File: config.mk
export PLATFORM = sky130hd
export DESIGN_NAME = tc0_host
export DESIGN_NICKNAME = d
export VERILOG_FILES = /design/src/rtl/tc0_host.sv
export SDC_FILE = /design/constraint.sdc
export NUM_CORES = 1
export LEC_CHECK = 0
export CAP_MARGIN = 20
export CORE_MARGIN = 10
export CORE_UTILIZATION = 42
export DETAILED_ROUTE_END_ITERATION = 10
export GPL_ROUTABILITY_DRIVEN = 1
export MAX_ROUTING_LAYER = met4
export PLACE_DENSITY = 0.87
export SLEW_MARGIN = 20
export SYNTH_ARGS = -nofsm -noshare
export SYNTH_HDL_FRONTEND = slang
export SYNTH_SLANG_ARGS = --single-unit
File: constraint.sdc
create_clock -name clk -period 2.11 [get_ports clk]
set_input_delay 0.422 -clock clk [delete_from_list [all_inputs] [get_ports clk]]
set_output_delay 0.422 -clock clk [all_outputs]
set_load 0.05 [all_outputs]
File: src/rtl/tc0_host.sv
// Host-side initiator for timer0: command stream to register strobes,
// global I bit ownership and vectored interrupt acknowledge.
module tc0_host #(
  parameter int IRQ_LATENCY = 4
) (
  input  logic       clk,
  input  logic       rst,
  input  logic       cmd_valid,
  output logic       cmd_ready,
  input  logic       cmd_write,
  input  logic [7:0] cmd_addr,
  input  logic [7:0] cmd_wdata,
  output logic       rsp_valid,
  output logic [7:0] rsp_rdata,
  input  logic       sei,
  input  logic       cli,
  input  logic       reti,
  output logic       write,
  output logic       read,
  output logic [7:0] addr,
  output logic [7:0] wdata,
  input  logic [7:0] rdata,
  input  logic       interrupt_request,
  output logic       status_reg_interrupt_enable,
  output logic       interrupt_executed,
  output logic       in_isr,
  output logic [7:0] irq_count
);

  localparam logic [2:0] IDLE   = 3'd0;
  localparam logic [2:0] WR     = 3'd1;
  localparam logic [2:0] RD     = 3'd2;
  localparam logic [2:0] RDCAP  = 3'd3;
  localparam logic [2:0] VECTOR = 3'd4;
  localparam logic [2:0] ACK    = 3'd5;

  localparam logic [3:0] VLOAD = 4'(IRQ_LATENCY - 1);

  logic [2:0] state;
  logic [3:0] vcnt;
  logic       i_bit;
  logic       take;

  assign take = interrupt_request & i_bit & ~in_isr;

  // Interrupt entry wins over a command offered in the same IDLE cycle
  assign cmd_ready = ~rst & (state == IDLE) & ~take;

  assign write = (state == WR);
  assign read  = (state == RD);
  assign interrupt_executed = (state == ACK);
  assign status_reg_interrupt_enable = i_bit;

  always_ff @(posedge clk) begin
    if (rst) begin
      state     <= IDLE;
      vcnt      <= 4'd0;
      i_bit     <= 1'b0;
      in_isr    <= 1'b0;
      irq_count <= 8'd0;
      addr      <= 8'd0;
      wdata     <= 8'd0;
      rsp_valid <= 1'b0;
      rsp_rdata <= 8'd0;
    end else begin
      rsp_valid <= 1'b0;
      unique case (state)
        IDLE: begin
          if (take) begin
            state <= VECTOR;
            vcnt  <= VLOAD;
          end else if (cmd_valid) begin
            addr  <= cmd_addr;
            wdata <= cmd_wdata;
            state <= cmd_write ? WR : RD;
          end
        end
        WR: state <= IDLE;
        RD: state <= RDCAP;
        RDCAP: begin
          rsp_rdata <= rdata;
          rsp_valid <= 1'b1;
          state     <= IDLE;
        end
        VECTOR: begin
          if (vcnt == 4'd0) state <= ACK;
          else vcnt <= vcnt - 4'd1;
        end
        ACK: begin
          irq_count <= irq_count + 8'd1;
          state     <= IDLE;
        end
        default: state <= IDLE;
      endcase

      if (state == IDLE && take) i_bit <= 1'b0;
      else if (cli) i_bit <= 1'b0;
      else if (sei || reti) i_bit <= 1'b1;

      // ACK beats a same-cycle reti so the new ISR is never lost
      if (state == ACK) in_isr <= 1'b1;
      else if (reti) in_isr <= 1'b0;
    end
  end

endmodule

; ---- Word-level counts from Yosys, hierarchy flattened
; Index checks and enable logic that the tools add are counted.
[totals]
out_inout_bits = 39
wordCells = 48
inputBits = 32
register_bits = 42
[classes]
eq_ne = 9
n_reduce_logical = 10
n_bitwise = 7
muxes = 11
n_addsub = 2
[ops]
columns = operator, n
row1 = 2-to-1 mux 3 bit, 3
row2 = one-hot mux 3 bit (3 select lines), 1
row3 = "adder 8 x 1 -> 8 bit, second input constant", 1
row4 = 2-to-1 mux 4 bit, 2
row5 = one-hot mux 4 bit (2 select lines), 1
row6 = "equality test 3 x 2 -> 1 bit, second input constant", 2
row7 = "equality test 3 bit, second input constant", 2
row8 = "!= test 2 bit, second input constant", 3
row9 = AND reduction 3 bit, 2
row10 = AND 1 bit, 4
row11 = logical NOT 4 bit, 1
row12 = nonzero test 2 bit, 2
row13 = "subtractor 4 x 1 -> 4 bit, second input constant", 1
row14 = "equality test 3 x 1 -> 1 bit, second input constant", 1
row15 = logical NOT 3 bit, 1
row16 = 2-to-1 mux 1 bit, 3
row17 = "!= test 3 bit, second input constant", 1
row18 = inverter 1 bit, 3
row19 = OR reduction 3 bit, 1
row20 = 2-to-1 mux 2 bit, 1
row21 = AND reduction 2 bit, 1
row22 = logical AND 1 bit, 1
row23 = logical OR 1 bit, 1

; ---- Longest topological paths before layout
[depth]
ltp_word = 4
ltp_mapped = 6
depth_no_buf = 6

; ---- Worst setup path before layout
; OpenSTA, ideal clock, no wires.
[synth_timing]
path_type = register to output
start = register state[1]
end = output port read
arrival_time_ns = 1.731
slack_ns = -0.043
n_path_buf = 1
path_stages_with_launch = 3
required_ns = 1.688
cell_sequence = dfxtp_1 > buf_2 > nor3b_1
[synth_between]
elab_chain_len = 1
[synth_rtl]
columns = element, line
row1 = from (decl), 39  ; logic [2:0] state;
row2 = from (signal assigned), 75  ; state <= cmd_write ? WR : RD;
row3 = equality test 3 x 2 -> 1 bit, 50  ; assign read = (state == RD);
row4 = to (decl), 19  ; output logic read,
; No other way between the ends.

; ---- Worst setup path in the final report
[layout_timing]
start = register irq_count[0]
end = output port irq_count[0]
[layout_rtl]
columns = element, line
row1 = from (decl), 27  ; output logic [7:0] irq_count
row2 = from (signal assigned), 90  ; irq_count <= irq_count + 8'd1;
; No word-level cell between the ends.

==> out/metrics.yaml <==
outcome:
  outcome: "completed"
setup_path:
  reg2regPathDepth: 6
  start_kind: "flip-flop"
  end_kind: "output port"
  crit_type: "flip-flop to output port"
  cp.required_ns: 1.69
  critPathMaxFanout: 6
  path_depth: 1
  cpPeakStageDelay_ns: 0.85
  critPathBufInv: 1
  cp_top_family: "buffers and inverters"
  path_cells: "clkdlybuf4s50_1"
  cp.arrival_ns: 1.57
  slowest_stage: "clkdlybuf4s50_1"
final_layout:
  final_cell_mix: "clkdlybuf4s50_1 (66), dfxtp_1 (42), nor2_1 (39), mux2i_1 (25), xor2_1 (6)"
  final_util_pct: 64.56
  fin_nets: 276
  final_common_cell: "clkdlybuf4s50_1"
  num_antenna_cells: 0
  syn2layout_area_growth_pct: 49.13
  drive_gt1_share_pct: 9.917
logic_synthesis:
  avgSynthCellArea_um2: 10.07
  ys_types: 38
  synthFlopType: "dfxtp_1"
  syn-cell-area_um2: 1732
  synth_seq_cells: 42
  ys_warn_count: 0
  async_reset_ff_share_pct: 0
  yosysSeqAreaShare_pct: 48.55
  syn_inst: 172
  synth_edf_count: 0
  synth_fp_nets: 206
drt:
  viasPerCell: 5.038
  dr_total_vias: 1471
  routed_wl_um: 4490
  drc: 0
  dr.pass1.iters: 4
  wl_per_cell_um: 15.38
  drt_iter0_drc: 117
  ant_nets: 0
cts:
  clkTransAtPathRegs_ns: 0.07
  root_buffer: "clkbuf_8"
  clock_latency_ns: 0.29
  clock_path_buffers: 2
  numCtsBuffers: 5
  cts_sinks: 42
  cts_tree: "done"
  cts_resized: 0
  htreeDepth: 2
sta:
  tightest_slew_ns: 0.5274
  setup_viol: 0
  max_freq_mhz: 502.8
  fin_skew_ns: 0.003813
  period_share_pct: 94.26
  grt_setup_unrepaired: "no"
  maxSlewHeadroom_pct: 64.73
  fin_tns_setup_ns: 0
  period_needed_ns: 1.989
  slew_viol_final: 0
  report.final.hold_viol_count: 0
pwr:
  p_int_mw: 1.287
  p_per_area_nw_per_um2: 719.2
  comb_power_share_pct: 27.1
  clockPowerShare_pct: 25.9
  cellLeakagePower_nw: 1.088
  irDropWorstVdd_mv: 0.4807
  p_sw_share_pct: 30.71
  p_switching_mw: 0.5703
  p_total_mw: 1.857
  p_seq_share_pct: 47.1
min_path:
  holdCritPathClass: "flip-flop to flip-flop"
  whs_path_depth: 2
place:
  portBuffers: 70
  place.gp.congestion: 0.7842
  hpwl_um: 3358
floorplanning:
  core_um2: 4000
  fp.dieH_um: 84.21
  start_util_pct: 43.29
  die_area_um2: 7091
  die_w_um: 84.21
  pin_count: 71
  rows: 23
run:
  maxCapViolations: 0
grt:
  grt_max_degree: 39
  antenna_found_initial: 0
  grt_pass1_wl_um: 7307
  grt_use_total_pct: 12.78
  grt-ovfl-total: 0
  grt_pass1_vias: 1521
==> metal layers <==
metal  vias to the layer above  routed length, um  share of wire, %  GRT usage, %
met5                         -                  0                 0             -
met1                       684               1941                43         14.02
met2                        48               2063                46         19.85
met3                         6                431               9.6         6.280
li1                        733                  -                 -             -
met4                         0                 53               1.2         4.110
==> final timing paths <==
path / startpoint / slack [ns] / endpoint
setup / recovery: irq_count[0]$_SDFFE_PP0P_ / 0.12 / irq_count[0]
hold / removal: wdata[2]$_SDFFE_PP0P_ / 0.50 / wdata[2]$_SDFFE_PP0P_
setup reg to reg: vcnt[0]$_SDFFE_PP0P_ / 0.40 / state[0]$_SDFFE_PP0P_
hold reg to reg: wdata[2]$_SDFFE_PP0P_ / 0.50 / wdata[2]$_SDFFE_PP0P_
==> through the flow <==
step,hold slack [ns],std cells,worst slack [ns],cell area (um^2)
finish,0.5010,292,0.1212,2582
global route,0.5317,292,0.02424,2582
CTS,0.5087,290,0.05380,2567
detailed placement,0.4867,283,0.1896,2491
global placement,0.4721,283,0.1958,2491
floorplan,0.4697,172,0.02488,1737
==> cells in the mapped netlist (2+ instances only) <==
cell / n / area share (%)
nor3b_1: 2 / 0.87
xor2_1: 6 / 3.0
a211oi_1: 2 / 0.87
and3_1: 2 / 0.72
a21oi_1: 3 / 0.87
inv_1: 4 / 0.87
clkbuf_1: 5 / 1.1
ha_1: 2 / 1.4
nand4_1: 5 / 1.8
buf_6: 2 / 1.3
dfxtp_1: 42 / 49
nor2_1: 39 / 8.5
nand2_1: 3 / 0.65
a22oi_1: 2 / 0.87
and3b_1: 2 / 1.0
nor4_1: 2 / 0.72
nand3b_1: 2 / 0.87
buf_2: 3 / 0.87
mux2i_1: 25 / 14
==> repair_timing <==
item	4_1_cts	5_1_grt
endpoints found under the setup margin	0	1
buffers inserted	0	2
endpoints found under the hold margin	0	0
hold buffers	0	0
==> power by group through the flow <==
stage	registers, mW	clock network, mW	logic, mW
floorplan	0.987	0	0.213
global placement	0.889	0	0.486
detailed placement	0.893	0	0.492
CTS	0.874	0.503	0.494
global route	0.881	0.523	0.535
finish	0.874	0.480	0.503
==> flip-flops by register name (all words and copies together), names as in the netlist, 3 cells and up <==
| name | cells |
|---|---|
| addr | 8 |
| irq_count | 8 |
| rsp_rdata | 8 |
| state | 3 |
| vcnt | 4 |
| wdata | 8 |
==> cells by family (layout without fill, tap and decap cells) <==
family,Yosys count,in the layout,share of synthesized area [%]
AO/OA/AOI/OAI,16,16,7.514
XOR/XNOR,7,7,3.541
adder cells (fa/ha/maj),2,2,1.445
buffers and inverters,15,85,4.552
flip-flops,42,42,48.56
multiplexers,25,25,14.45
AND/OR/NAND/NOR,65,65,19.94
==> area by class of cell <==
class / instances / area, um^2
clock buffers: 7 / 76.32
fillers: 333 / 1418
inverters: 4 / 15.01
multi-input cells: 115 / 817.0
flip-flops and latches: 42 / 840.8
well taps: 50 / 62.56
repair buffers: 74 / 770.7
(Power assumes the default switching activity.)
